<file path="config.mk">
export PLATFORM = sky130hd
export DESIGN_NAME = unidade_multdiv_param
export DESIGN_NICKNAME = d
export VERILOG_FILES = /design/src/rtl/unidade_multdiv_param.sv
export SDC_FILE = /design/constraint.sdc
export NUM_CORES = 1
export LEC_CHECK = 0
export ABC_AREA = 1
export CELL_PAD_IN_SITES_DETAIL_PLACEMENT = 0
export CELL_PAD_IN_SITES_GLOBAL_PLACEMENT = 1
export CORE_MARGIN = 4
export CORE_UTILIZATION = 45
export CTS_BUF_LIST = sky130_fd_sc_hd__clkbuf_4
export DETAILED_ROUTE_END_ITERATION = 8
export PLACE_DENSITY = 0.95
export SETUP_SLACK_MARGIN = 0.15
export SLEW_MARGIN = 0
export SYNTH_ARGS = -nofsm -noshare
export SYNTH_HDL_FRONTEND = slang
export SYNTH_SLANG_ARGS = --single-unit
</file>
<file path="constraint.sdc">
create_clock -name clk -period 6.4 [get_ports clk]
set_clock_uncertainty 0.05 [all_clocks]
set_input_delay 1.28 -clock clk [delete_from_list [all_inputs] [get_ports clk]]
set_output_delay 1.28 -clock clk [all_outputs]
set_load 0.1 [all_outputs]
</file>
<file path="src/rtl/unidade_multdiv_param.sv">
// Iterative multiply/divide unit with HI/LO registers (shift-add MULT, restoring DIV).
// Define MULTDIV_MTHI_MTLO_EN to add MTHI/MTLO (codes 1110/1111) writes from op_a.
module unidade_multdiv_param #(
  parameter int unsigned WIDTH = 32
) (
  input  logic             clk,
  input  logic             rst_n,
  input  logic             start,
  input  logic [3:0]       ULAopcode,
  input  logic             Unsigned,
  input  logic [WIDTH-1:0] op_a,
  input  logic [WIDTH-1:0] op_b,
  output logic [WIDTH-1:0] result,
  output logic             busy,
  output logic             done,
  output logic             div_zero
);

  localparam int unsigned CNT_W = $clog2(WIDTH) + 1;

  localparam logic [3:0] OpMult = 4'b1000;
  localparam logic [3:0] OpDiv  = 4'b1001;
  localparam logic [3:0] OpMflo = 4'b1010;
  localparam logic [3:0] OpMfhi = 4'b1011;
`ifdef MULTDIV_MTHI_MTLO_EN
  localparam logic [3:0] OpMthi = 4'b1110;
  localparam logic [3:0] OpMtlo = 4'b1111;
`endif

  typedef enum logic [1:0] {StIdle, StCalc, StFix} state_t;

  state_t             state;
  logic [CNT_W-1:0]   cnt;
  logic [2*WIDTH-1:0] acc;      // MULT: {partial, multiplier}; DIV: {remainder, quotient}
  logic [WIDTH-1:0]   opb_mag;
  logic [WIDTH-1:0]   hi, lo;
  logic               is_div, neg_q, neg_r, dz;

  logic               a_neg, b_neg;
  logic [WIDTH-1:0]   a_mag, b_mag;
  logic [WIDTH:0]     mul_sum, div_shift, div_diff;
  logic [2*WIDTH-1:0] acc_step, acc_neg;
  logic [WIDTH-1:0]   fix_hi, fix_lo;

  assign a_neg = ~Unsigned & op_a[WIDTH-1];
  assign b_neg = ~Unsigned & op_b[WIDTH-1];
  assign a_mag = a_neg ? -op_a : op_a;
  assign b_mag = b_neg ? -op_b : op_b;

  // One radix-2 step of either algorithm on the shared accumulator.
  always_comb begin
    mul_sum   = {1'b0, acc[2*WIDTH-1:WIDTH]} + (acc[0] ? {1'b0, opb_mag} : '0);
    div_shift = acc[2*WIDTH-1:WIDTH-1];
    div_diff  = div_shift - {1'b0, opb_mag};
    if (is_div) begin
      if (div_diff[WIDTH]) begin
        acc_step = {div_shift[WIDTH-1:0], acc[WIDTH-2:0], 1'b0};
      end else begin
        acc_step = {div_diff[WIDTH-1:0], acc[WIDTH-2:0], 1'b1};
      end
    end else begin
      acc_step = {mul_sum, acc[WIDTH-1:1]};
    end
  end

  // Sign correction applied in FIX; divide-by-zero bypasses it.
  always_comb begin
    acc_neg = -acc;
    fix_hi  = acc[2*WIDTH-1:WIDTH];
    fix_lo  = acc[WIDTH-1:0];
    if (!dz) begin
      if (is_div) begin
        if (neg_q) fix_lo = -acc[WIDTH-1:0];
        if (neg_r) fix_hi = -acc[2*WIDTH-1:WIDTH];
      end else if (neg_q) begin
        fix_hi = acc_neg[2*WIDTH-1:WIDTH];
        fix_lo = acc_neg[WIDTH-1:0];
      end
    end
  end

  always_ff @(posedge clk or negedge rst_n) begin
    if (!rst_n) begin
      state    <= StIdle;
      cnt      <= '0;
      acc      <= '0;
      opb_mag  <= '0;
      hi       <= '0;
      lo       <= '0;
      is_div   <= 1'b0;
      neg_q    <= 1'b0;
      neg_r    <= 1'b0;
      dz       <= 1'b0;
      busy     <= 1'b0;
      done     <= 1'b0;
      div_zero <= 1'b0;
    end else begin
      done     <= 1'b0;
      div_zero <= 1'b0;
      unique case (state)
        StIdle: begin
          if (start) begin
            case (ULAopcode)
              OpMult: begin
                acc     <= {{WIDTH{1'b0}}, a_mag};
                opb_mag <= b_mag;
                is_div  <= 1'b0;
                neg_q   <= a_neg ^ b_neg;
                neg_r   <= 1'b0;
                dz      <= 1'b0;
                cnt     <= CNT_W'(WIDTH);
                busy    <= 1'b1;
                state   <= StCalc;
              end
              OpDiv: begin
                is_div <= 1'b1;
                busy   <= 1'b1;
                if (op_b == '0) begin
                  acc      <= {op_a, {WIDTH{1'b1}}};
                  dz       <= 1'b1;
                  neg_q    <= 1'b0;
                  neg_r    <= 1'b0;
                  done     <= 1'b1;
                  div_zero <= 1'b1;
                  state    <= StFix;
                end else begin
                  acc     <= {{WIDTH{1'b0}}, a_mag};
                  opb_mag <= b_mag;
                  dz      <= 1'b0;
                  neg_q   <= a_neg ^ b_neg;
                  neg_r   <= a_neg;
                  cnt     <= CNT_W'(WIDTH);
                  state   <= StCalc;
                end
              end
`ifdef MULTDIV_MTHI_MTLO_EN
              OpMthi: begin
                hi   <= op_a;
                done <= 1'b1;
              end
              OpMtlo: begin
                lo   <= op_a;
                done <= 1'b1;
              end
`endif
              default: ;
            endcase
          end
        end
        StCalc: begin
          acc <= acc_step;
          cnt <= cnt - 1'b1;
          if (cnt == CNT_W'(1)) begin
            done  <= 1'b1;
            state <= StFix;
          end
        end
        StFix: begin
          hi    <= fix_hi;
          lo    <= fix_lo;
          busy  <= 1'b0;
          state <= StIdle;
        end
        default: state <= StIdle;
      endcase
    end
  end

  always_comb begin
    result = '0;
    if (ULAopcode == OpMfhi) begin
      result = hi;
    end else if (ULAopcode == OpMflo) begin
      result = lo;
    end
  end

endmodule

</file>
==> results.py, run 1 <==
metrics = {
    "worst_setup_path": {
        "regToRegSetupSlack_ns": 2.46,
        "crit_path_end_kind": "output pin",
        "crit_path_max_fanout": 32,
        "required_ns": 5.07,
        "slowest_delay_ns": 0.65,
        "crit_path_start_kind": "input pin",
        "r2r_start": "acc[32]",
        "crit_arrival_ns": 4.02,
        "path_class": "input pin to output pin",
        "crit_path_cell_trace": "clkdlybuf4s50_1 > inv_1 > nor2_2 > buf_4 > nand3_1 > o21ai_0 > buf_12",
        "critPathSlowestCell": "o21ai_0",
        "r2r_end": "acc[54]",
        "reg2reg_depth": 19,
    },
    "detailed_routing": {
        "ant_nets": 0,
        "drt_drc_violations_left": 0,
        "vias_per_cell": 5.59,
        "num_vias": 19300,
        "drt_iter0_drc": 1908,
        "drt_pre_antenna_iters": 8,
        "routedWlPerCell_um": 20.0,
        "wirelength_mm": 68.8,
    },
    "run_status": {
        "status": "complete, no violations",
    },
    "synthesis": {
        "synthMuxAreaShare_pct": 0,
        "synthAdderAreaFrac_pct": 5.28,
        "yosysUniqueCellTypes": 59,
        "synth_nets": 3010,
        "avgSynthCellArea_um2": 6.05,
        "yosys.area_share.simple_pct": 36.0,
        "syn_inst": 2866,
        "seq_area_frac_synth_pct": 25.2,
        "async_flop_share_pct": 100,
        "synthXorXnorAreaFrac_pct": 5.05,
        "synth-compound-area-share_pct": 16.3,
        "synth_top_family_by_area": "simple AND/OR/NAND/NOR gates",
        "yosys_warnings": 0,
        "syn_area_mm2": 0.0173,
        "synth_seq_cells": 175,
        "ys.flop_type": "dfrtp_1",
        "synth-edff-count": 0,
    },
    "die": {
        "rows": 71,
        "die-area_mm2": 0.0418,
        "fp.dieW_um": 204,
        "start_util_pct": 45.8,
        "core-area_mm2": 0.0378,
        "die_h_um": 204,
        "io_pins": 107,
    },
    "global_routing": {
        "antenna_found_initial": 2,
        "first_global_vias": 17900,
        "grt_max_degree": 100,
        "grt_pass1_wl_mm": 104,
        "track_usage_pct": 32.3,
        "gr-total-overflow": 0,
    },
    "sta": {
        "worstMarginPinSlew_ns": 1.18,
        "tns_ns": 0,
        "fin_crit_ns": 5.35,
        "drv_slew": 0,
        "max_slew_margin_pct": 21.4,
        "rsz0062_at_grt": "no",
        "setup_viol": 0,
        "fin_crit_sh_pct": 83.6,
        "fin_hold_ws_ns": 0.451,
        "fmax_mhz": 187,
        "finalHoldViolations": 0,
    },
    "final_layout": {
        "drive_gt1_share_pct": 5.80,
        "layout_commonest_cell": "nand2_1",
        "areaGrowthSynthToFinish_pct": 11.2,
        "fin_nets": 3063,
        "most-common-layout-cells": "808 x nand2_1, 413 x inv_1, 280 x nor2_1, 242 x nand3_1, 227 x o21ai_0",
    },
    "clock_tree": {
        "clk_pin_slew_ns": 0.15,
        "post-cts-setup-buffers": 0,
        "clk_path_buf_depth": 2,
        "cts-root-buf": "clkbuf_4",
        "cts.htree.levels": 4,
        "cts_buffers": 17,
        "clkLatencyLatePin_ns": 0.69,
        "ctsResizeCount": 0,
        "hold_buffers": 0,
        "cts.sinks": 175,
        "cts_tree": "yes",
    },
    "placed_design": {
        "gp_congestion": 1.03,
        "port_buffers": 106,
        "dp_hpwl_mm": 54.2,
    },
    "hold_path": {
        "min_to": "hi[18]",
        "min_from": "hi[18]",
        "hp-class": "register to register",
        "whs_path_depth": 2,
    },
    "pwr": {
        "p_leak_nw": 9.65,
        "power_density_mw_per_mm2": 579,
        "ir_drop_mv": 0.348,
        "fin_total_pwr_mw": 11.2,
    },
    "job": {
        "maxCapViolCount": 0,
    },
}
[state kept, by name, summed over array words and instances, names as in the netlist]
register,cells
opb_mag,32
state,2
done,1
div_zero,1
neg_q,1
hi,32
is_div,1
acc,64
neg_r,1
cnt,6
dz,1
busy,1
lo,32
[worst max-delay path by stage]
| stage | start | endpoint | cells past startpoint |
|---|---|---|---|
| final | ULAopcode[3] | result[28] | 7 |
| after global placement | ULAopcode[3] | result[14] | 7 |
| after detailed placement | ULAopcode[3] | result[28] | 7 |
| after global routing | ULAopcode[3] | result[12] | 7 |
| after CTS | ULAopcode[3] | result[28] | 7 |
| after floorplan | ULAopcode[3] | result[10] | 5 |
[per-stage QoR]
| step | setup slack, ns | cells | utilization [%] | instance area (um2) |
|---|---|---|---|---|
| 6_report | 1.05 | 3444 | 51.0 | 19300 |
| 3_3_place_gp | 1.30 | 3411 | 50.2 | 19000 |
| 3_5_place_dp | 1.06 | 3411 | 50.2 | 19000 |
| 5_1_grt | 0.847 | 3444 | 51.0 | 19300 |
| 2_1_floorplan | 1.13 | 2866 | - | 17300 |
| 4_1_cts | 1.06 | 3443 | 51.0 | 19300 |
[power breakdown]
part           leakage [nW]  internal [mW]  switching [mW]
Combinational          7.32           2.56            5.62
Sequential             2.18           1.58           0.749
Clock                 0.152          0.176           0.475
Total                  9.65           4.32            6.85
[per-layer routing]
layer  global-route usage, %  part of all wire [%]  up-vias
met2                    53.4                    46      939
met4                    16.9                   6.1        0
met3                    4.55                   8.1      175
met1                    41.1                    40     8814
li1                        -                     -     9330
met5                       0                     0        -
[logic make-up after synthesis]
| kind of cell | count (synthesis) |
|---|---|
| simple gates | 1473 |
| flops | 175 |
| fa+ha+maj | 72 |
| xor+xnor | 100 |
| compound gates | 515 |
| buf+inv | 531 |
[layout make-up]
class | count | area [um2]
clock buffers | 17 | 128
clock inverters | 15 | 151
diodes | 1 | 2.50
flip-flops and latches | 175 | 4380
fillers | 4046 | 18500
repair buffers | 135 | 1490
multi-input cells | 2160 | 10900
well taps | 511 | 639
inverters | 430 | 1620
[synth_stat cells (4+ instances only)]
master | n | area, um2
nor3_1 | 33 | 165
nor4_1 | 13 | 81.3
o22ai_1 | 9 | 56.3
buf_1 | 7 | 26.3
nor2_2 | 12 | 75.1
nand3b_1 | 10 | 75.1
o21bai_1 | 8 | 60.1
dfrtp_1 | 175 | 4380
or2_2 | 13 | 81.3
buf_2 | 14 | 70.1
nand3_1 | 242 | 1210
nand2_2 | 8 | 50.1
a21o_1 | 7 | 52.6
clkbuf_1 | 69 | 259
nand2_1 | 809 | 3040
o21ai_1 | 33 | 165
a21oi_2 | 5 | 43.8
nand2_4 | 5 | 56.3
xnor2_1 | 19 | 166
a31oi_1 | 13 | 81.3
a21oi_1 | 161 | 806
ha_1 | 70 | 876
inv_2 | 13 | 48.8
inv_1 | 413 | 1550
a32oi_1 | 4 | 35.0
a22oi_1 | 5 | 37.5
nand4_1 | 27 | 169
buf_6 | 6 | 67.6
nor2_1 | 283 | 1060
o21ai_0 | 227 | 1140
xor2_1 | 81 | 709
o211ai_1 | 18 | 135
o31ai_1 | 11 | 82.6
[critical path: cells and delay by family]
family	cells	cell delay (ns)
AOI/OAI and AO/OA	1	0.65
and+or+nand+nor	2	1.00
buffers and inverters	4	1.08
(Power assumes the default switching activity.)
==> run 2: changes to the inputs <==
--- a/config.mk
+++ b/config.mk
@@ -9,7 +9,7 @@
 export CELL_PAD_IN_SITES_DETAIL_PLACEMENT = 0
 export CELL_PAD_IN_SITES_GLOBAL_PLACEMENT = 1
 export CORE_MARGIN = 4
-export CORE_UTILIZATION = 45
+export CORE_UTILIZATION = 44
 export CTS_BUF_LIST = sky130_fd_sc_hd__clkbuf_4
 export DETAILED_ROUTE_END_ITERATION = 8
 export PLACE_DENSITY = 0.95
==> constraint.sdc (replaced) <==
create_clock -name clk -period 5 [get_ports clk]
set_clock_uncertainty 0.05 [all_clocks]
set_input_delay 1 -clock clk [delete_from_list [all_inputs] [get_ports clk]]
set_output_delay 1 -clock clk [all_outputs]
set_load 0.1 [all_outputs]
==> results.py, run 2 (synthesis results as in run 1) <==
metrics = {
    "run_status": {
        "status": "complete, no violations",
    },
    "worst_setup_path": {
        "reg2reg_depth": 13,
        "cp-startpoint": "ULAopcode[3]",
        "crit_arrival_ns": 3.36,
        "path_class": "input pin to output pin",
        "r2r_start": "acc[0]",
        "crit_path_end_kind": "output pin",
        "crit_path_start_kind": "input pin",
        "crit_path_max_fanout": 32,
        "r2r_end": "acc[45]",
        "regToRegSetupSlack_ns": 1.31,
        "cp-endpoint": "result[17]",
        "required_ns": 3.95,
    },
    "die": {
        "core-area_mm2": 0.0388,
        "io_pins": 107,
        "start_util_pct": 44.7,
        "die_h_um": 207,
        "rows": 72,
        "fp.dieW_um": 207,
        "die-area_mm2": 0.0427,
    },
    "clock_tree": {
        "post-cts-setup-buffers": 0,
        "clk_path_buf_depth": 2,
        "clkLatencyLatePin_ns": 0.71,
        "cts.htree.levels": 4,
        "cts_buffers": 17,
        "cts_tree": "yes",
        "clk_pin_slew_ns": 0.20,
        "cts-root-buf": "clkbuf_4",
        "hold_buffers": 0,
        "cts.sinks": 175,
        "ctsResizeCount": 0,
    },
    "detailed_routing": {
        "wirelength_mm": 69.4,
        "drt_iter0_drc": 1885,
        "ant_nets": 0,
        "drt_pre_antenna_iters": 6,
        "vias_per_cell": 5.63,
        "num_vias": 19500,
        "routedWlPerCell_um": 20.1,
        "drt_drc_violations_left": 0,
    },
    "final_layout": {
        "finish.instance_area_mm2": 0.0195,
        "largest_reg_flops": 64,
        "utilization_pct": 50.1,
        "instances_no_fill": 3456,
        "largest-register": "acc",
        "most-common-layout-cells": "808 x nand2_1, 413 x inv_1, 280 x nor2_1, 242 x nand3_1, 227 x o21ai_0",
        "layout_commonest_cell": "nand2_1",
        "fin_nets": 3067,
        "areaGrowthSynthToFinish_pct": 12.2,
        "drive_gt1_share_pct": 5.96,
    },
    "pwr": {
        "pwr-share-comb_pct": 73.1,
        "internal_power_mw": 5.55,
        "power.switching_mw": 8.78,
        "p_sw_share_pct": 61.3,
        "p_seq_share_pct": 20.9,
        "clkPwrFrac_pct": 6.0,
        "power_density_mw_per_mm2": 737,
        "p_leak_nw": 9.70,
        "fin_total_pwr_mw": 14.3,
        "ir_drop_mv": 0.318,
    },
    "global_routing": {
        "first_global_vias": 18300,
        "grt_pass1_wl_mm": 105,
        "gr-total-overflow": 0,
        "antenna_found_initial": 3,
        "grt_max_degree": 113,
        "track_usage_pct": 32.1,
    },
    "sta": {
        "max_slew_margin_pct": 33.9,
        "drv_slew": 0,
        "setup_viol": 0,
        "fin_hold_ws_ns": 0.168,
        "fin_crit_sh_pct": 88.3,
        "worstMarginPinSlew_ns": 0.989,
        "rsz0062_at_grt": "no",
        "fin_ws_ns": 0.587,
        "fmax_mhz": 227,
        "tns_ns": 0,
        "fin_crit_ns": 4.41,
        "finalHoldViolations": 0,
    },
    "placed_design": {
        "dpl_cell_area_mm2": 0.0192,
        "place_ws_ns": 0.553,
        "port_buffers": 106,
        "dpl.cell_count": 3422,
        "gp_congestion": 1.03,
        "dp_hpwl_mm": 55.0,
    },
    "job": {
        "maxCapViolCount": 0,
    },
    "hold_path": {
        "hp-class": "input pin to asynchronous set/reset pin",
    },
}
==> run 2: cell types whose count changed in the layout (fill, tap and decap cells not counted) <==
cell,before,now
buf_4,38,32
diode_2,1,2
clkinv_8,2,3
clkinv_1,3,2
inv_6,3,4
clkinv_2,1,3
clkbuf_4,17,18
clkinv_4,5,2
buf_12,23,33
inv_8,4,3
==> run 2: layout make-up <==
cell class	count	area, um2
clock inverter	14	145
fill	4025	19400
antenna	2	5.00
clock buffer	18	135
inverter	430	1620
timing repair buffer	139	1640
sequential	175	4380
tap	518	648
multi-input combinational	2160	10900
==> run 2: worst min path at each step <==
stage              to   start  cells past startpoint
2_1_floorplan  hi[30]  hi[30]                      2
3_3_place_gp   hi[30]  hi[30]                      2
3_5_place_dp   hi[30]  hi[30]                      2
4_1_cts        hi[29]   rst_n                      1
5_1_grt        hi[29]   rst_n                      1
6_report       hi[29]   rst_n                      1
==> run 2: critical path, stage by stage <==
cell and delay (ns):
clkdlybuf4s50_1 0.45, inv_1 0.04, nor2_2 0.11, buf_4 0.23, nand3_1 0.62, o21ai_0 0.66, buf_12 0.24
==> run 2: power groups by stage <==
stage	sequential, mW	combinational [mW]	clock [mW]
3_3_place_gp	2.96	10.1	0
2_1_floorplan	2.54	7.41	0
4_1_cts	2.94	10.3	0.863
5_1_grt	3.02	11.6	0.926
3_5_place_dp	2.98	10.3	0
6_report	2.99	10.5	0.859
==> run 2: metal layers <==
metal | track usage, % | wire length (um) | vias up
met5 | 0 | 0 | -
met4 | 19.8 | 4900 | 0
met3 | 5.00 | 5320 | 208
met2 | 51.7 | 31300 | 888
met1 | 40.5 | 27900 | 9039
li1 | - | - | 9333
